===== src/rtl/imm_gen_pipe.sv =====
// Pipelined immediate generator for the ID stage. Decodes the immediate type from the
// opcode (or takes it from imm_type_in) and returns the XLEN-wide extended immediate.
module imm_gen_pipe #(
  parameter int XLEN        = 32,
  parameter int STAGES      = 1,
  parameter bit AUTO_DECODE = 1'b1
) (
  input  logic            clk,
  input  logic            rst,
  input  logic            flush,
  input  logic            in_valid,
  output logic            in_ready,
  input  logic [31:0]     instr,
  input  logic [2:0]      imm_type_in,
  output logic            out_valid,
  input  logic            out_ready,
  output logic [XLEN-1:0] imm,
  output logic [2:0]      imm_type,
  output logic            illegal
);

  localparam logic [2:0] TYPE_I     = 3'b000;
  localparam logic [2:0] TYPE_S     = 3'b001;
  localparam logic [2:0] TYPE_B     = 3'b010;
  localparam logic [2:0] TYPE_U     = 3'b011;
  localparam logic [2:0] TYPE_J     = 3'b100;
  localparam logic [2:0] TYPE_Z     = 3'b101;
  localparam logic [2:0] TYPE_SHAMT = 3'b110;
  localparam logic [2:0] TYPE_NONE  = 3'b111;

  localparam logic [6:0] OP_LOAD   = 7'b0000011;
  localparam logic [6:0] OP_FENCE  = 7'b0001111;
  localparam logic [6:0] OP_IMM    = 7'b0010011;
  localparam logic [6:0] OP_AUIPC  = 7'b0010111;
  localparam logic [6:0] OP_STORE  = 7'b0100011;
  localparam logic [6:0] OP_REG    = 7'b0110011;
  localparam logic [6:0] OP_LUI    = 7'b0110111;
  localparam logic [6:0] OP_BRANCH = 7'b1100011;
  localparam logic [6:0] OP_JALR   = 7'b1100111;
  localparam logic [6:0] OP_JAL    = 7'b1101111;
  localparam logic [6:0] OP_SYSTEM = 7'b1110011;

  if (!(XLEN == 32 || XLEN == 64)) begin : g_bad_xlen
    $error("imm_gen_pipe: XLEN must be 32 or 64");
  end
  if (!(STAGES == 1 || STAGES == 2)) begin : g_bad_stages
    $error("imm_gen_pipe: STAGES must be 1 or 2");
  end

  // Size casts of a signed operand sign-extend, unsigned operands zero-extend.
  function automatic logic [XLEN-1:0] form_imm(input logic [31:0] ins, input logic [2:0] t);
    logic [XLEN-1:0] r;
    r = '0;
    case (t)
      TYPE_I:     r = XLEN'($signed(ins[31:20]));
      TYPE_S:     r = XLEN'($signed({ins[31:25], ins[11:7]}));
      TYPE_B:     r = XLEN'($signed({ins[31], ins[7], ins[30:25], ins[11:8], 1'b0}));
      TYPE_U:     r = XLEN'($signed({ins[31:12], 12'h000}));
      TYPE_J:     r = XLEN'($signed({ins[31], ins[19:12], ins[20], ins[30:21], 1'b0}));
      TYPE_Z:     r = XLEN'(ins[19:15]);
      TYPE_SHAMT: r = (XLEN == 64) ? XLEN'(ins[25:20]) : XLEN'(ins[24:20]);
      default:    r = '0;
    endcase
    return r;
  endfunction

  logic [2:0] dec_type;
  logic       dec_illegal;
  logic [2:0] sel_type;
  logic       sel_illegal;
  logic       in_fire;

  always_comb begin
    dec_type    = TYPE_NONE;
    dec_illegal = 1'b0;
    case (instr[6:0])
      OP_IMM:                     dec_type = (instr[13:12] == 2'b01) ? TYPE_SHAMT : TYPE_I;
      OP_LOAD, OP_JALR, OP_FENCE: dec_type = TYPE_I;
      OP_STORE:                   dec_type = TYPE_S;
      OP_BRANCH:                  dec_type = TYPE_B;
      OP_LUI, OP_AUIPC:           dec_type = TYPE_U;
      OP_JAL:                     dec_type = TYPE_J;
      OP_SYSTEM:                  dec_type = instr[14] ? TYPE_Z : TYPE_I;
      OP_REG:                     dec_type = TYPE_NONE;
      default: begin
        dec_type    = TYPE_NONE;
        dec_illegal = 1'b1;
      end
    endcase
  end

  assign sel_type    = AUTO_DECODE ? dec_type : imm_type_in;
  assign sel_illegal = AUTO_DECODE ? dec_illegal : 1'b0;

  if (STAGES == 1) begin : g_one_stage
    logic            st_valid;
    logic [XLEN-1:0] st_imm;
    logic [2:0]      st_type;
    logic            st_illegal;

    assign in_ready = (!st_valid || out_ready) && !flush;
    assign in_fire  = in_valid && in_ready;

    always_ff @(posedge clk or posedge rst) begin
      if (rst) begin
        st_valid <= 1'b0;
      end else if (flush) begin
        st_valid <= 1'b0;
      end else begin
        st_valid <= in_fire || (st_valid && !out_ready);
      end
    end

    always_ff @(posedge clk or posedge rst) begin
      if (rst) begin
        st_imm     <= '0;
        st_type    <= TYPE_NONE;
        st_illegal <= 1'b0;
      end else if (in_fire) begin
        st_imm     <= form_imm(instr, sel_type);
        st_type    <= sel_type;
        st_illegal <= sel_illegal;
      end
    end

    assign out_valid = st_valid;
    assign imm       = st_imm;
    assign imm_type  = st_type;
    assign illegal   = st_illegal;
  end else begin : g_two_stage
    logic            s1_valid;
    logic [31:7]     s1_payload;
    logic [2:0]      s1_type;
    logic            s1_illegal;
    logic            s2_valid;
    logic [XLEN-1:0] s2_imm;
    logic [2:0]      s2_type;
    logic            s2_illegal;
    logic            s2_free;
    logic            s1_advance;
    logic            s2_advance;

    // Opcode bits are not needed past decode, so stage 1 keeps only the immediate field.
    assign s2_advance = s2_valid && out_ready;
    assign s2_free    = !s2_valid || out_ready;
    assign s1_advance = s1_valid && s2_free;
    assign in_ready   = (!s1_valid || s1_advance) && !flush;
    assign in_fire    = in_valid && in_ready;

    always_ff @(posedge clk or posedge rst) begin
      if (rst) begin
        s1_valid <= 1'b0;
        s2_valid <= 1'b0;
      end else if (flush) begin
        s1_valid <= 1'b0;
        s2_valid <= 1'b0;
      end else begin
        s1_valid <= in_fire || (s1_valid && !s1_advance);
        s2_valid <= s1_advance || (s2_valid && !s2_advance);
      end
    end

    always_ff @(posedge clk or posedge rst) begin
      if (rst) begin
        s1_payload <= '0;
        s1_type    <= TYPE_NONE;
        s1_illegal <= 1'b0;
      end else if (in_fire) begin
        s1_payload <= instr[31:7];
        s1_type    <= sel_type;
        s1_illegal <= sel_illegal;
      end
    end

    always_ff @(posedge clk or posedge rst) begin
      if (rst) begin
        s2_imm     <= '0;
        s2_type    <= TYPE_NONE;
        s2_illegal <= 1'b0;
      end else if (s1_advance) begin
        s2_imm     <= form_imm({s1_payload, 7'b0000000}, s1_type);
        s2_type    <= s1_type;
        s2_illegal <= s1_illegal;
      end
    end

    assign out_valid = s2_valid;
    assign imm       = s2_imm;
    assign imm_type  = s2_type;
    assign illegal   = s2_illegal;
  end

endmodule


===== config.mk =====
export PLATFORM = sky130hd
export DESIGN_NAME = imm_gen_pipe
export DESIGN_NICKNAME = d
export VERILOG_FILES = /design/src/rtl/imm_gen_pipe.sv
export SDC_FILE = /design/constraint.sdc
export NUM_CORES = 1
export LEC_CHECK = 0
export CORE_UTILIZATION = 49
export DETAILED_ROUTE_END_ITERATION = 6
export PLACE_DENSITY = 0.88
export SYNTH_ARGS = -nofsm -noshare
export SYNTH_HDL_FRONTEND = slang
export SYNTH_SLANG_ARGS = --single-unit

===== constraint.sdc =====
create_clock -name clk -period 4.5 [get_ports clk]
set_clock_uncertainty 0.1 [all_clocks]
set_input_delay 0.9 -clock clk [delete_from_list [all_inputs] [get_ports clk]]
set_output_delay 0.9 -clock clk [all_outputs]
set_load 0.02 [all_outputs]

After elaboration in Yosys (flattened, before gate mapping):

Cells that the tools add are included.

* add/sub/neg operators: 0
* multiply operators: 0
* div/mod/pow operators: 0
* magnitude comparators: 0
* equality and inequality tests: 18
* shifts and indexed selects: 0
* multiplexer cells: 6
* bitwise operators: 0
* reduce and logical (&&, ||, !) cells: 12

Operator list (count)
* one-hot mux 32 bit (7 select lines): 1
* == test 7 bit (second input constant): 4
* == test 7 x 6 -> 1 bit (second input constant): 3
* one-hot mux 3 bit (7 select lines): 1
* == test 7 x 5 -> 1 bit (second input constant): 2
* OR reduction 11 bit: 1
* == test 3 bit (second input constant): 3
* == test 7 x 2 -> 1 bit (second input constant): 1
* == test 7 x 4 -> 1 bit (second input constant): 1
* == test 3 x 2 -> 1 bit (second input constant): 2
* 2-to-1 mux 3 bit: 2
* == test 3 x 1 -> 1 bit (second input constant): 1
* logical AND 1 bit: 3
* zero test 1 bit: 3
* zero test 3 bit: 1
* OR reduction 3 bit: 1
* == test 2 x 1 -> 1 bit (second input constant): 1
* logical OR 1 bit: 2
* 2-to-1 mux 1 bit: 2
* OR reduction 2 bit: 1

* register bits: 37
* latch bits: 0
* memory bits (writable): 0
* memory bits (read-only): 0
* input port bits: 40
* output and inout port bits: 38
* word-level logic and storage cells: 40
* memories: 0

Longest topological paths before layout:

Gate-level depths: netlist of the first run.

* depth after elaboration: 6
* gate-level depth with buffers: 8
* depth with buffers taken out: 5

Worst setup path after synthesis of the first run:

No wires, ideal clock.

* path type: in2reg
* start: in out_ready
* end: reg g_one_stage.st_imm[15], in the netlist imm[15]
* setup time: 0.124 ns
* data arrival time: 2.225 ns
* required time: 4.276 ns
* setup slack: 2.051 ns
* cell stages on the path: 6
* buffers on the path: 2
* cell sequence: nor2b_1 -> nor2_1 -> nand2_1 -> clkbuf_1 -> clkbuf_1 -> a211o_1

* word-level cells in the longest chain between the ends: 3

Ends and longest elaborated chain
* start, declared: RTL line 16 `input logic out_ready,`
* logical OR 1 bit: RTL line 101 `assign in_ready = (!st_valid || out_ready) && !flush;`
* logical AND 1 bit: RTL line 101
* net in_ready: RTL line 12 `output logic in_ready,`
* logical AND 1 bit: RTL line 102 `assign in_fire = in_valid && in_ready;`
* end signal, assigned: RTL line 120 `st_imm <= form_imm(instr, sel_type);`
* end, declared: RTL line 97 `logic [XLEN-1:0] st_imm;`

The timed path passes the listed nets, and every way through them passes these cells.
A chain may end at the register's enable or synchronous reset.

Worst setup path after layout of the first run:

* start: in instr[6]
* end: reg g_one_stage.st_imm[30], in the netlist imm[30]

* word-level cells in the longest chain between the ends: 5
* elaborated cells on any way between the ends: 21
* classes of those cells: 16 x eq/ne; 2 x mux; 3 x reduce/logical

Ends and longest elaborated chain
* start, declared: RTL line 13 `input logic [31:0] instr,`
* == test 7 x 2 -> 1 bit, or another cell as far along: RTL line 76 `case (instr[6:0])`
* OR reduction 3 bit / OR reduction 2 bit (equally long branches): RTL line 76
* one-hot mux 3 bit (7 select lines) *: RTL line 76
* == test 3 bit, or another cell as far along: RTL line 54 `case (t)`
* one-hot mux 32 bit (7 select lines) *: RTL line 54

Every way passes the cells marked *; elsewhere a longest branch is shown, timed or not.

==> flow_summary.ini, run 1 <==
[cts]
clock_latency_ns = 0.29
cts.reportedPaths.clkPinSlew_ns = 0.08
cts_max_level = 2
cts_tree = done
root_buffer = clkbuf_8
numCtsBuffers = 5
cts.path.max_buffers = 2
cts_sinks = 37
post-cts-setup-buffers = 0
ctsHoldBuffers = 0
cts_resized = 0

[yosys]
synthArstFlopShare = 1.00
ys_types = 49
synth-seq-cells = 37
syn-instance-count = 227
yosysWarnings = 0
syn_area_sq_mm = 0.00222
ys.flop_type = dfrtp_1
syn_area_per_cell_sq_um = 9.77
synth_edf_count = 0
ys_seq_area_frac = 0.419
synth_nets = 267

[place]
gp_congestion = 0.882
place_hpwl_um = 4130
portBuffers = 74

[die]
die-area_sq_mm = 0.00480
pin_count = 78
rows = 24
die_h_um = 69.3
die-width_um = 69.3
core_sq_mm = 0.00435
start_util = 0.509

[hold_path]
holdPathStages = 2
hold_path_class = reg2reg
hold_end = imm_type[1]
hp-start = imm_type[1]

[drt]
vias_per_cell = 6.08
drt-initial-drc-count = 177
drc = 0
wl_per_cell_um = 17.4
routed_wl_um = 6020
drt_pass1_iterations = 5
ant_nets = 0
vias = 2105

[flow_run]
cap_violations = 0

[cells_and_area]
n_antenna_cell = 0
final_common_cell = clkdlybuf4s50_1
multiInputGateArea_sq_mm = 0.00116
fin_nets = 333
n_fill_cell = 309
register_area_sq_um = 930
fin_util = 0.704
mostFrequentLayoutCells = 74 x clkdlybuf4s50_1, 34 x dfrtp_1, 24 x nor2_1
drive_gt1_frac = 0.136
area_growth_pct = 38.3

[critical_path]
cp_top_family = simple AND/OR/NAND/NOR gates
startpoint_type = primary input
required_ns = 4.53
endpoint_kind = flip-flop
slowest_stage = clkdlybuf4s50_1
rr_worst_depth = 5
critical_path.max_stage_delay_ns = 0.90
path_max_fanout = 21
path_cells = clkdlybuf4s50_1 > and3b_1 > a41o_1 > o21a_1 > nor2_1 > a211oi_1
reg2reg_slack_ns = 2.41
crit_buf_inv = 1
r2r_start = out_valid
timing.rr.end = imm[2]
cp.arrival_ns = 3.41
critPathKind = in2reg

[outcome]
status = finished, final reports clean

[sta]
fin_crit_sh = 0.751
worstMarginPinSlew_ns = 1.07
grt_setup_unrepaired = no
tns_ns = 0
finalHoldViolCount = 0
layout_min_cycle_time_ns = 3.38
whs_ns = 0.371
slew_viol_final = 0
relSlewSlack = 0.286
fmax_ghz = 0.296
finalSetupViolations = 0

[global_routing]
grt_max_degree = 40
grt_pass1_wl_um = 9980
overflow = 0
track_usage = 0.259
antenna_found_initial = 0
grt_pass1_vias = 2079

[pwr]
clkPwrFrac = 0.326
p_seq_frac = 0.411
swShare = 0.285
p_int_w = 0.000659
leakage_nw = 1.32
p_per_area_mw_per_mm2 = 301
ir_worst_vdd_v = 0.000229
p_comb_frac = 0.263
netSwitchingPower_w = 0.000262
==> worst max-delay path by stage <==
stage / from / cells after the start / slack, ns / to
2_1_floorplan: out_ready / 6 / 2.05 / imm[15]
3_3_place_gp: instr[6] / 6 / 0.88 / imm[30]
3_5_place_dp: instr[6] / 6 / 0.83 / imm[30]
4_1_cts: instr[6] / 6 / 1.13 / imm[30]
5_1_grt: instr[6] / 6 / 0.94 / imm[30]
6_report: instr[6] / 6 / 1.12 / imm[30]
==> Yosys cell counts (2+ instances only) <==
cell / instances / area share
o211ai_2: 2 / 0.011
and3_1: 12 / 0.034
nand4b_1: 2 / 0.0079
and4_1: 4 / 0.016
nor2_1: 24 / 0.041
a31oi_1: 8 / 0.023
buf_6: 5 / 0.025
a21oi_1: 20 / 0.045
and2_1: 2 / 0.0056
inv_1: 3 / 0.0051
a211oi_2: 10 / 0.056
dfstp_2: 3 / 0.036
nand2b_1: 2 / 0.0056
o21ai_1: 7 / 0.016
a211oi_1: 2 / 0.0068
a211o_1: 8 / 0.032
a21oi_2: 3 / 0.012
dfrtp_1: 34 / 0.38
a22o_1: 6 / 0.024
nor4bb_1: 2 / 0.0090
nand3b_1: 2 / 0.0068
nand4_1: 5 / 0.014
nand2_1: 15 / 0.025
o21ai_0: 7 / 0.016
clkbuf_1: 8 / 0.014
buf_2: 7 / 0.016
o211a_1: 2 / 0.0090
==> power by group through the flow <==
stage	logic (W)	clock network (W)	registers (W)
after detailed placement	0.000241	0	0.000384
after CTS	0.000243	0.000305	0.000378
after global routing	0.000259	0.000321	0.000382
after floorplan	0.0000955	0	0.000418
after global placement	0.000237	0	0.000384
final	0.000243	0.000300	0.000378
==> stage by stage <==
stage | setup slack (ns) | area (sq um) | total power (W) | std cells
floorplan | 2.05 | 2220 | 0.000513 | 227
global placement | 0.884 | 2950 | 0.000621 | 338
detailed placement | 0.826 | 2950 | 0.000625 | 338
CTS | 1.13 | 3070 | 0.000926 | 346
global route | 0.945 | 3070 | 0.000962 | 346
finish | 1.12 | 3070 | 0.000921 | 346
==> per-layer routing <==
metal  routed length (um)  track usage  share of wire
met1                 2570        0.349           0.43
met3                  373       0.0640          0.062
met5                    0            0              0
met2                 2950        0.400           0.49
met4                  121        0.104          0.020
==> sequential cells by signal, summed over array words and instances, names as in the netlist <==
signal,cells
imm_type,3
out_valid,1
imm,32
illegal,1
==> cells by family (layout without fill, tap and decap cells) <==
| family | after synthesis | count (layout) | synth area share |
|---|---|---|---|
| buffers and inverters | 23 | 90 | 0.0598 |
| xor gates and xnor gates | 1 | 1 | 0.00395 |
| muxes | 1 | 1 | 0.00677 |
| DFF | 37 | 37 | 0.419 |
| AOI/OAI and AO/OA | 85 | 85 | 0.300 |
| and+or+nand+nor | 80 | 80 | 0.210 |
==> tightest hold or removal path, stage by stage (launching register included) <==
cell and delay [ns]:
dfstp_2 0.37, nand2_1 0.05, o21ai_1 0.05
==> cell type report <==
type,count,area share
multi-input cells,167,0.379
flip-flops and latches,37,0.303
repair buffers,79,0.254
clock buffers,6,0.0269
well taps,52,0.0212
clock inverters,2,0.0122
inverters,3,0.00367
Power figures use the tool's default switching activity.
==> run 2, diff against run 1 <==
--- a/config.mk
+++ b/config.mk
@@ -5,9 +5,9 @@
 export SDC_FILE = /design/constraint.sdc
 export NUM_CORES = 1
 export LEC_CHECK = 0
-export CORE_UTILIZATION = 49
+export CORE_UTILIZATION = 41
 export DETAILED_ROUTE_END_ITERATION = 6
-export PLACE_DENSITY = 0.88
+export PLACE_DENSITY = 0.79
 export SYNTH_ARGS = -nofsm -noshare
 export SYNTH_HDL_FRONTEND = slang
 export SYNTH_SLANG_ARGS = --single-unit
==> constraint.sdc (replaced) <==
create_clock -name clk -period 3.01 [get_ports clk]
set_clock_uncertainty 0.1 [all_clocks]
set_input_delay 0.602 -clock clk [delete_from_list [all_inputs] [get_ports clk]]
set_output_delay 0.602 -clock clk [all_outputs]
set_load 0.02 [all_outputs]
==> flow_summary.ini, run 2 (synthesis gave the netlist of run 1 again) <==
[global_routing]
overflow = 0
antenna_found_initial = 0
grt_pass1_vias = 2000
grt_max_degree = 38
track_usage = 0.231
grt_pass1_wl_um = 9910

[critical_path]
cp.arrival_ns = 2.79
path_max_fanout = 9
path_cells = clkdlybuf4s50_1 > buf_4 > o21ai_1 > a221o_1 > a311oi_4 > a31oi_1 > o21ai_1
slowest_stage = clkdlybuf4s50_1
critical_path.max_stage_delay_ns = 0.73
endpoint_kind = flip-flop
startpoint_type = primary input
timing.rr.end = imm[13]
rr_worst_depth = 5
r2r_start = out_valid
required_ns = 3.13
reg2reg_slack_ns = 1.05
cp_common_cell = o21ai_1
critPathKind = in2reg

[cts]
cts.reportedPaths.clkPinSlew_ns = 0.08
root_buffer = clkbuf_8
cts_sinks = 37
cts.path.max_buffers = 2
cts_tree = done
cts_resized = 0
post-cts-setup-buffers = 0
cts_max_level = 2
numCtsBuffers = 5
clock_latency_ns = 0.29
ctsHoldBuffers = 0

[hold_path]
hold_path_class = reg2reg
hold_end = imm_type[1]
hp-start = imm_type[1]
holdPathStages = 2

[pwr]
netSwitchingPower_w = 0.000399
leakage_nw = 1.39
swShare = 0.286
p_comb_frac = 0.269
ir_worst_vdd_v = 0.000247
p_seq_frac = 0.406
p_per_area_mw_per_mm2 = 438
total_power_w = 0.00139
clkPwrFrac = 0.325
p_int_w = 0.000995

[die]
start_util = 0.429
die_h_um = 75.5
die-width_um = 75.5
core_sq_mm = 0.00517
rows = 26
die-area_sq_mm = 0.00571
pin_count = 78

[sta]
tns_ns = 0
grt_setup_unrepaired = no
finalHoldViolCount = 0
finalSetupViolations = 0
layout_min_cycle_time_ns = 2.67
fin_crit_sh = 0.886
worstMarginPinSlew_ns = 0.609
relSlewSlack = 0.593
fmax_ghz = 0.375
slew_viol_final = 0

[drt]
routed_wl_um = 6180
drt_pass1_iterations = 4
drc = 0
drt-initial-drc-count = 155
vias = 2120
ant_nets = 0
vias_per_cell = 5.62
wl_per_cell_um = 16.4

[cells_and_area]
drive_gt1_frac = 0.173
fin_nets = 346
n_antenna_cell = 0
mostFrequentLayoutCells = 74 x clkdlybuf4s50_1, 34 x dfrtp_1, 24 x nor2_1
largest_reg_flops = 32
fin_area_sq_mm = 0.00319
final_common_cell = clkdlybuf4s50_1
n_fill_cell = 426
area_growth_pct = 43.7
fin_util = 0.616

[place]
place_hpwl_um = 4490
portBuffers = 74
gp_congestion = 0.900
placed_cell_area_sq_mm = 0.00307

[flow_run]
cap_violations = 0

[outcome]
status = finished, final reports clean
==> run 2: worst max path at each step <==
| stage | startpoint | end | slack (ns) | cells after the start |
|---|---|---|---|---|
| floorplan | out_ready | imm[15] | 0.86 | 6 |
| global placement | instr[5] | imm[2] | 0.15 | 7 |
| detailed placement | instr[5] | imm[4] | 0.1 | 7 |
| CTS | instr[5] | imm[4] | 0.38 | 7 |
| global route | instr[5] | imm[2] | 0.24 | 7 |
| finish | instr[5] | imm[2] | 0.34 | 7 |
==> run 2: power groups by stage <==
stage | Combinational (W) | Sequential [W] | Clock, W
floorplan | 0.000143 | 0.000624 | 0
global route | 0.000404 | 0.000572 | 0.000485
global placement | 0.000368 | 0.000574 | 0
CTS | 0.000376 | 0.000566 | 0.000463
detailed placement | 0.000373 | 0.000575 | 0
finish | 0.000375 | 0.000566 | 0.000453
==> run 2: layout make-up <==
class	count	area (sq um)	area share
Multi-Input combinational cell	167	1160	0.364
Sequential cell	37	930	0.292
Timing Repair Buffer	92	876	0.275
Tap cell	70	87.6	0.0275
Clock buffer	6	82.6	0.0259
Clock inverter	2	37.5	0.0118
Inverter	3	11.3	0.00353
==> run 2: metal layers <==
metal | vias up | global-route usage | share of wire
met4 | 0 | 0.0556 | 0.012
met2 | 95 | 0.364 | 0.46
li1 | 1004 | - | -
met5 | - | 0 | 0
met1 | 1012 | 0.327 | 0.46
met3 | 9 | 0.0463 | 0.067
==> run 2: per-stage QoR <==
step / hold slack (ns) / std cells / worst slack [ns]
global placement: 0.359 / 369 / 0.154
detailed placement: 0.361 / 369 / 0.0985
CTS: 0.379 / 377 / 0.376
finish: 0.377 / 377 / 0.342
floorplan: 0.398 / 227 / 0.859
global route: 0.409 / 377 / 0.242
==> run 2: critical path, delay by kind of cell <==
| kind | cells | cell delay, ns |
|---|---|---|
| AOI/OAI and AO/OA | 5 | 1.23 |
| buffers and inverters | 2 | 0.95 |
